`src/rtl/odelay_pkg.sv`:
```
// odelay_pkg: shared state type and helper functions for the output delay array
package odelay_pkg;

    typedef enum logic {
        IDLE   = 1'b0,
        SETTLE = 1'b1
    } odly_state_t;

    // Widest select vector the helper can produce; callers slice the low NUM_TAPS bits.
    localparam int THERM_MAX = 64;

    // Thermometer code: the lowest 'tap' bits set, never more than num_taps bits.
    function automatic logic [THERM_MAX-1:0] therm_enc(input int tap, input int num_taps);
        logic [THERM_MAX-1:0] r;
        r = '0;
        for (int k = 0; k < THERM_MAX; k++) begin
            r[k] = (k < tap) && (k < num_taps);
        end
        return r;
    endfunction

    // Width of a counter that holds 0..settle_cycles, never narrower than one bit.
    function automatic int settle_w(input int settle_cycles);
        return (settle_cycles > 0) ? $clog2(settle_cycles + 1) : 1;
    endfunction

endpackage

```
`src/rtl/cascade_delays.sv`:
```
// cascade_delays: behavioural tap cascade; selected stages pass the line through, others tap the input
module cascade_delays #(
    parameter int NUM_TAPS = 6
) (
    input  logic                data_i,
    input  logic [NUM_TAPS-1:0] select_i,
    output logic                data_o
);

    logic [NUM_TAPS:0] stage_w;

    assign stage_w[0] = data_i;

    // Each enabled stage extends the chain; a disabled stage restarts it from the line input.
    for (genvar k = 0; k < NUM_TAPS; k++) begin : g_stage
        assign stage_w[k+1] = select_i[k] ? stage_w[k] : data_i;
    end

    assign data_o = stage_w[NUM_TAPS];

endmodule

```
`src/rtl/odelay_tap_ctrl.sv`:
```
// odelay_tap_ctrl: per-channel tap counter, settle FSM and thermometer select; ODELAY_WRAP_EN enables boundary wrap
module odelay_tap_ctrl
    import odelay_pkg::*;
#(
    parameter int NUM_TAPS      = 6,
    parameter int CNT_W         = 9,
    parameter int SETTLE_CYCLES = 2
) (
    input  logic                clk_i,
    input  logic                rst_i,
    input  logic                en_vtc_i,
    input  logic                ce_i,
    input  logic                inc_i,
    input  logic                load_i,
    input  logic [CNT_W-1:0]    cnt_val_i,
    output logic [CNT_W-1:0]    cnt_val_o,
    output logic [NUM_TAPS-1:0] select_o,
    output logic                rdy_o
);

    localparam int TW = $clog2(NUM_TAPS + 1);
    localparam int SW = settle_w(SETTLE_CYCLES);
    localparam logic [TW-1:0]    MAX_T    = TW'(NUM_TAPS);
    localparam logic [CNT_W-1:0] MAX_C    = CNT_W'(NUM_TAPS);
    localparam logic [SW-1:0]    CNT_INIT = (SETTLE_CYCLES > 0) ? SW'(SETTLE_CYCLES - 1) : '0;
    localparam bit               HAS_SETTLE = SETTLE_CYCLES > 0;

    logic [TW-1:0]        tap_q, tap_d;
    logic [SW-1:0]        cnt_q, cnt_d;
    odly_state_t          state_q, state_d;
    logic [CNT_W-1:0]     load_c;
    logic [TW-1:0]        inc_tap, dec_tap, cmd_tap;
    logic                 accept, changed;
    logic [THERM_MAX-1:0] sel_full;

    assign rdy_o     = (state_q == IDLE);
    assign cnt_val_o = CNT_W'(tap_q);
    assign select_o  = sel_full[NUM_TAPS-1:0];

    // Next tap and settle state: LOAD wins over CE, only a real tap change starts settling.
    always_comb begin
        load_c = (cnt_val_i > MAX_C) ? MAX_C : cnt_val_i;
`ifdef ODELAY_WRAP_EN
        inc_tap = (tap_q == MAX_T) ? '0 : tap_q + 1'b1;
        dec_tap = (tap_q == '0) ? MAX_T : tap_q - 1'b1;
`else
        inc_tap = (tap_q == MAX_T) ? MAX_T : tap_q + 1'b1;
        dec_tap = (tap_q == '0) ? '0 : tap_q - 1'b1;
`endif
        cmd_tap = load_i ? load_c[TW-1:0] : (inc_i ? inc_tap : dec_tap);
        accept  = !en_vtc_i && rdy_o && (load_i || ce_i);
        changed = accept && (cmd_tap != tap_q);
        tap_d   = changed ? cmd_tap : tap_q;
        state_d = state_q;
        cnt_d   = cnt_q;
        if (state_q == IDLE) begin
            state_d = (changed && HAS_SETTLE) ? SETTLE : IDLE;
            cnt_d   = (changed && HAS_SETTLE) ? CNT_INIT : cnt_q;
        end else begin
            state_d = (cnt_q == '0) ? IDLE : SETTLE;
            cnt_d   = (cnt_q == '0) ? cnt_q : cnt_q - 1'b1;
        end
    end

    // Select follows the registered tap so it updates together with the count output.
    always_comb begin
        sel_full = therm_enc(int'(tap_q), NUM_TAPS);
    end

    // Tap, settle counter and state registers; reset returns the line to zero delay at once.
    always_ff @(posedge clk_i or posedge rst_i) begin
        if (rst_i) begin
            tap_q   <= '0;
            cnt_q   <= '0;
            state_q <= IDLE;
        end else begin
            tap_q   <= tap_d;
            cnt_q   <= cnt_d;
            state_q <= state_d;
        end
    end

endmodule

```
`src/rtl/odelay_array.sv`:
```
// odelay_array: NUM_CH independent output delay lines with settle handshake; ODELAY_WRAP_EN selects wrapping tap steps
module odelay_array
    import odelay_pkg::*;
#(
    parameter int NUM_CH        = 4,
    parameter int NUM_TAPS      = 6,
    parameter int CNT_W         = 9,
    parameter int SETTLE_CYCLES = 2
) (
    input  logic                    CLK,
    input  logic                    RST,
    input  logic                    EN_VTC,
    input  logic [NUM_CH-1:0]       CE,
    input  logic [NUM_CH-1:0]       INC,
    input  logic [NUM_CH-1:0]       LOAD,
    input  logic [CNT_W-1:0]        CNTVALUEIN,
    input  logic [NUM_CH-1:0]       ODATAIN,
    output logic [NUM_CH-1:0]       DATAOUT,
    output logic [NUM_CH*CNT_W-1:0] CNTVALUEOUT,
    output logic [NUM_CH-1:0]       RDY
);

    for (genvar i = 0; i < NUM_CH; i++) begin : g_ch
        logic [NUM_TAPS-1:0] select_w;

        odelay_tap_ctrl #(
            .NUM_TAPS     (NUM_TAPS),
            .CNT_W        (CNT_W),
            .SETTLE_CYCLES(SETTLE_CYCLES)
        ) u_ctrl (
            .clk_i    (CLK),
            .rst_i    (RST),
            .en_vtc_i (EN_VTC),
            .ce_i     (CE[i]),
            .inc_i    (INC[i]),
            .load_i   (LOAD[i]),
            .cnt_val_i(CNTVALUEIN),
            .cnt_val_o(CNTVALUEOUT[i*CNT_W +: CNT_W]),
            .select_o (select_w),
            .rdy_o    (RDY[i])
        );

        cascade_delays #(
            .NUM_TAPS(NUM_TAPS)
        ) u_cascade (
            .data_i  (ODATAIN[i]),
            .select_i(select_w),
            .data_o  (DATAOUT[i])
        );
    end

endmodule

```
`config.mk`:
```
export PLATFORM = sky130hd
export DESIGN_NAME = odelay_array
export DESIGN_NICKNAME = d
export VERILOG_FILES = /design/src/rtl/odelay_pkg.sv /design/src/rtl/cascade_delays.sv /design/src/rtl/odelay_tap_ctrl.sv /design/src/rtl/odelay_array.sv
export SDC_FILE = /design/constraint.sdc
export NUM_CORES = 1
export LEC_CHECK = 0
export ABC_AREA = 1
export CAP_MARGIN = 20
export CORE_MARGIN = 1.5
export CORE_UTILIZATION = 43
export CTS_BUF_LIST = sky130_fd_sc_hd__clkbuf_4 sky130_fd_sc_hd__clkbuf_8 sky130_fd_sc_hd__clkbuf_16
export CTS_CLUSTER_SIZE = 16
export DETAILED_ROUTE_END_ITERATION = 7
export GPL_ROUTABILITY_DRIVEN = 0
export PLACE_DENSITY = 0.77
export SYNTH_ARGS = -nofsm -noshare
export SYNTH_HDL_FRONTEND = slang
export SYNTH_SLANG_ARGS = --single-unit
```
`constraint.sdc`:
```
create_clock -name CLK -period 2 [get_ports CLK]
set_clock_uncertainty 0.2 [all_clocks]
set_input_delay 0.4 -clock CLK [delete_from_list [all_inputs] [get_ports CLK]]
set_output_delay 0.4 -clock CLK [all_outputs]
set_load 0.01 [all_outputs]
```
* Yosys cells after proc, flatten, opt, wreduce, memory -nomap -nowiden
Index checks and enable logic that the tools add are counted.
** Storage, ports and cells
- Register bits after elaboration :: 24
- Output and inout port bits :: 44
- Logic and storage cells :: 115
** Cells by class
- $add $sub $neg :: 12
- Order comparisons :: 1
- Equality and inequality tests :: 12
- Multiplexer cells :: 41
- Bitwise operators :: 4
- Reductions and logical operators :: 33
** Operators by type and width (count)
- 3-bit two-way mux :: 17
- 2-bit two-way mux :: 12
- 3-bit by 1-bit adder with 3-bit output, second input constant :: 4
- 3-bit == test, second input constant :: 4
- 1-bit logical AND :: 12
- 3-bit zero test :: 4
- 1-bit two-way mux :: 12
- 3-bit != test :: 4
- 3-bit by 1-bit subtractor with 3-bit output, second input constant :: 4
- 9-bit by 3-bit greater-than comparator with 1-bit output, second input constant :: 1
- 2-bit zero test :: 4
- 2-bit != test, second input constant :: 4
- 2-bit AND reduction :: 4
- 2-bit nonzero test :: 4
- 2-bit by 1-bit subtractor with 2-bit output, second input constant :: 4
- 1-bit logical OR :: 4
- 1-bit inverter :: 4
- 1-bit zero test :: 1

* Depth between registers and ports, before layout
- Depth after elaboration :: 8
- Gate-level depth with buffers :: 16
- Mapped depth without buffers :: 16

* Modules after synthesis
Synthesis repeated with hierarchy kept, for this count alone.
** Unflattened totals
- Cell total of the unflattened synthesis :: 408
- Area total of the unflattened synthesis :: 2672.6 sq um
** By module, submodules not included
- odelay_tap_ctrl :: instances 4, cells an instance 101, area an instance 660.6 sq um, sequential area each 150.1 sq um
- cascade_delays :: instances 4, cells an instance 1, area an instance 7.5 sq um, sequential area each 0.0 sq um

* Worst setup path after synthesis
Ideal clock, no wire load.
- Kind :: flip-flop to flip-flop
- From :: reg g_ch[1].u_ctrl.tap_q[0]
- To :: reg g_ch[1].u_ctrl.cnt_q[0]
- Library setup time :: 0.117 ns
- Data arrival time :: 1.829 ns
- Data required time :: 1.683 ns
- Setup slack :: -0.145 ns
- Stages on the path, launching flop included :: 16
- Path buffers :: 0
- Period minus slack after synthesis :: 2.145 ns
- Path through :: dfrtp_1 inv_1 ha_1 inv_1 ha_1 or2_2 nand2_1 nand2_1 nand2_1 nand2_1 nand2_1 nand3_2 nand2_4 nand2_2 nand2_1 nand2_1
** Between the ends
- Cells in the longest elaborated chain, start to end :: 8
- Elaborated cells on any way between the ends :: 12
** Ends and longest elaborated chain
- start, declared :: RTL line odelay_tap_ctrl.sv:28 : logic [TW-1:0] tap_q, tap_d;
- start signal, assigned :: RTL line odelay_tap_ctrl.sv:77 : tap_q <= tap_d;
- 3-bit by 1-bit subtractor with 3-bit output (tied with other cells) :: RTL line odelay_tap_ctrl.sv:48 : dec_tap = (tap_q == '0) ? '0 : tap_q - 1'b1;
- 3-bit two-way mux (on tied branches) :: RTL line odelay_tap_ctrl.sv:48, odelay_tap_ctrl.sv:47
- 3-bit two-way mux (2 in a row) :: RTL line odelay_tap_ctrl.sv:50 : cmd_tap = load_i ? load_c[TW-1:0] : (inc_i ? inc_tap : dec_tap);
- 3-bit != test * :: RTL line odelay_tap_ctrl.sv:52 : changed = accept && (cmd_tap != tap_q);
- 1-bit logical AND * :: RTL line odelay_tap_ctrl.sv:52
- 2-bit nonzero test (no source line) *
- 2-bit AND reduction (no source line) *
- end signal, assigned :: RTL line odelay_tap_ctrl.sv:78 : cnt_q <= cnt_d;
- end, declared :: RTL line odelay_tap_ctrl.sv:29 : logic [SW-1:0] cnt_q, cnt_d;
Every way passes the cells marked *; elsewhere a longest branch is shown, timed or not.
A chain may end at the register's enable or synchronous reset.

* Worst setup path in the final report
Same ends and word-level chain as after synthesis.

==> out/results.ini <==
[routing]
via_count=2411
avgRoutedWirePerCell_um=12.8
antenna_left=0
drt-initial-drc-count=95
vias_per_cell=4.89
routed_wl_um=6320
dr.pass1.iters=4
post-route-drc-count=0

[timing]
tns_ns=-0.0611
hold_viol_final=0
layout_setup_ws_ns=-0.0379
finalCriticalPeriod_ns=2.04
fin_crit_sh_pct=102
fmax_ghz=0.491
slew_violations=0
setup_viol=3
rsz0062_at_grt=yes

[cts]
cts_buffer_depth=2
clk_pin_slew_ns=0.09
cts.sinks=24
tritoncts=built
cts.htree.levels=1
clock_latency_ns=0.27
numCtsBuffers=3
cts_root_buffer=clkbuf_8
postCtsHoldBufs=0

[place]
dpl.hpwl_um=4270
port_buffers=39

[pwr]
power_frac_comb_pct=72.5
vdd_drop_max_uv=762
p_leak_nw=1.82
pwr-share-seq_pct=21.2
switchingPower_mw=2.17
clock_power_share_pct=6.3
switching_share_pct=46.4
power_density_mw_per_mm2=1330
p_int_mw=2.51

[setup_path]
r2r_end=g_ch[1].u_ctrl.cnt_q[0]
ff2ff_path_depth=15
crit_fanout=6
startpoint_type=flop
reg2reg_from=g_ch[1].u_ctrl.tap_q[0]
setup.worst_path.class=flop to flop
r2r_setup_slack_ns=-0.04
endpoint_kind=flop
required_ns=1.97
worstPathArrival_ns=2.01

[finish]
layout-drive-gt1-share_pct=39.0
final_common_cell=nand2_1
final_cell_mix=nand2_1, buf_4, inv_1, nand2_2, clkdlybuf4s50_1
flow.area_growth_from_synthesis_pct=50.4
antenna_cells=0
final_core_util_pct=67.9
final_nets=477

[floorplan]
die_area_mm2=0.00588
io_pins=72
chipHeight_um=76.7
coreArea_mm2=0.00517
rows=26
die_x_um=76.7
initial_core_util_pct=45.1

[synth]
synthCells=342
ys_types=21
yosys_warnings=0
synth-seq-cells=24
syn_area_per_cell_um2=6.83
syn_area_mm2=0.00233
ys_seq_area_share_pct=25.7

[global_routing]
track_usage_pct=19.9
grt-ovfl-total=0
grt_pass1_vias=2147
grt_max_degree=25
grt_antenna_before_repair=0
grt_pass1_wl_um=9580

[run_status]
violations=setup timing
status=finished, violations left

[job]
maxCapViolCount=0

[min_path]
min_path_type=input port to asynchronous set/reset pin

how the worst max path moves through the flow:
stage / start / end / slack (ns) / cells after the start
2_1_floorplan: g_ch[2].u_ctrl.tap_q[0] / g_ch[2].u_ctrl.cnt_q[0] / 0.002 / 15
3_3_place_gp: CNTVALUEIN[3] / g_ch[1].u_ctrl.cnt_q[0] / -0.35 / 14
3_5_place_dp: CNTVALUEIN[7] / g_ch[3].u_ctrl.cnt_q[0] / -0.35 / 14
4_1_cts: g_ch[1].u_ctrl.tap_q[0] / g_ch[1].u_ctrl.cnt_q[0] / -0.02 / 15
5_1_grt: g_ch[1].u_ctrl.tap_q[0] / g_ch[1].u_ctrl.cnt_q[0] / -0.14 / 15
6_report: g_ch[1].u_ctrl.tap_q[0] / g_ch[1].u_ctrl.cnt_q[0] / -0.04 / 15
what timing repair did:
| item | 4_1_cts | 5_1_grt |
|---|---|---|
| pin swaps | 10 | 40 |
| cloned | 1 | 0 |
| buffers inserted | 7 | 7 |
| setup endpoints to repair | 12 | 22 |
| gates resized for setup | 29 | 83 |
registers in the layout (all words and copies together), names as in the netlist:
signal,count
g_ch.u_ctrl.cnt_q,8
g_ch.u_ctrl.tap_q,12
g_ch.u_ctrl.state_q,4
cells by family after synthesis:
group                    Yosys count  synth area share (%)
AO/OA/AOI/OAI                     16                  3.43
XOR/XNOR                           2                 0.750
adder cells (fa/ha/maj)           24                  12.9
buffers and inverters             82                  18.6
flip-flops                        24                  25.7
multiplexers                       1                 0.482
other                              1                 0.161
AND/OR/NAND/NOR                  192                  37.9
area by class of cell:
cell class	count	area [um^2]
inverter	49	189
sequential	24	613
tap	70	87.6
clock buffer	3	41.3
timing repair buffer	88	805
multi-input combinational	259	1780
fill	392	1660
synth_stat cells:
cell type  instances  area (um^2)
nor2_2             1         6.26
o21ai_0            7         35.0
or2_2              5         31.3
nand3b_1           6         45.0
buf_4             32          240
nand3_2            4         40.0
nor2_1            13         48.8
nand2_4            4         45.0
buf_6              1         11.3
nand2_1          105          394
nand3_1           47          235
nand2_2            4         25.0
xnor2_1            2         17.5
inv_1             49          184
o21ai_1            4         20.0
a21oi_1            5         25.0
nor3_1             3         15.0
conb_1             1         3.75
mux2_2             1         11.3
ha_1              24          300
dfrtp_1           24          601
through the flow:
stage	instance area, um^2	power [mW]	setup WS [ns]	instances	hold WS, ns
floorplan	2490	2.69	0.00152	365	0.214
finish	3510	4.68	-0.0379	493	0.279
CTS	3170	4.05	-0.0185	486	0.295
global placement	2990	3.52	-0.351	475	0.281
global route	3510	5.10	-0.141	493	0.302
detailed placement	2990	3.63	-0.354	475	0.302
power groups by stage:
stage          logic [mW]  registers (mW)  clock network (mW)
6_report             3.40           0.993               0.296
5_1_grt              3.75            1.02               0.319
4_1_cts              2.79           0.961               0.298
3_5_place_dp         2.67           0.969                   0
3_3_place_gp         2.56           0.959                   0
2_1_floorplan        1.66            1.03                   0
worst max-delay path: stages (launching register included):
cell and delay (ns):
dfrtp_2 0.42, inv_2 0.08, ha_4 0.16, inv_4 0.04, ha_4 0.14, or2_4 0.22
nand2_2 0.06, nand2_2 0.06, nand2_2 0.08, nand2_1 0.05, nand2_1 0.07, nand3_2 0.10
nand2_4 0.12, nand2_2 0.06, nand2_1 0.05, nand2_1 0.04
metal layers:
layer / track usage (%) / up-vias / share of wire [%]
li1: - / 1182 / -
met4: 3.89 / 0 / 1.6
met2: 35.0 / 77 / 53
met5: 0 / - / 0
met1: 25.5 / 1142 / 41
met3: 3.69 / 10 / 4.5
No activity file was read; power rests on OpenSTA's default activity.
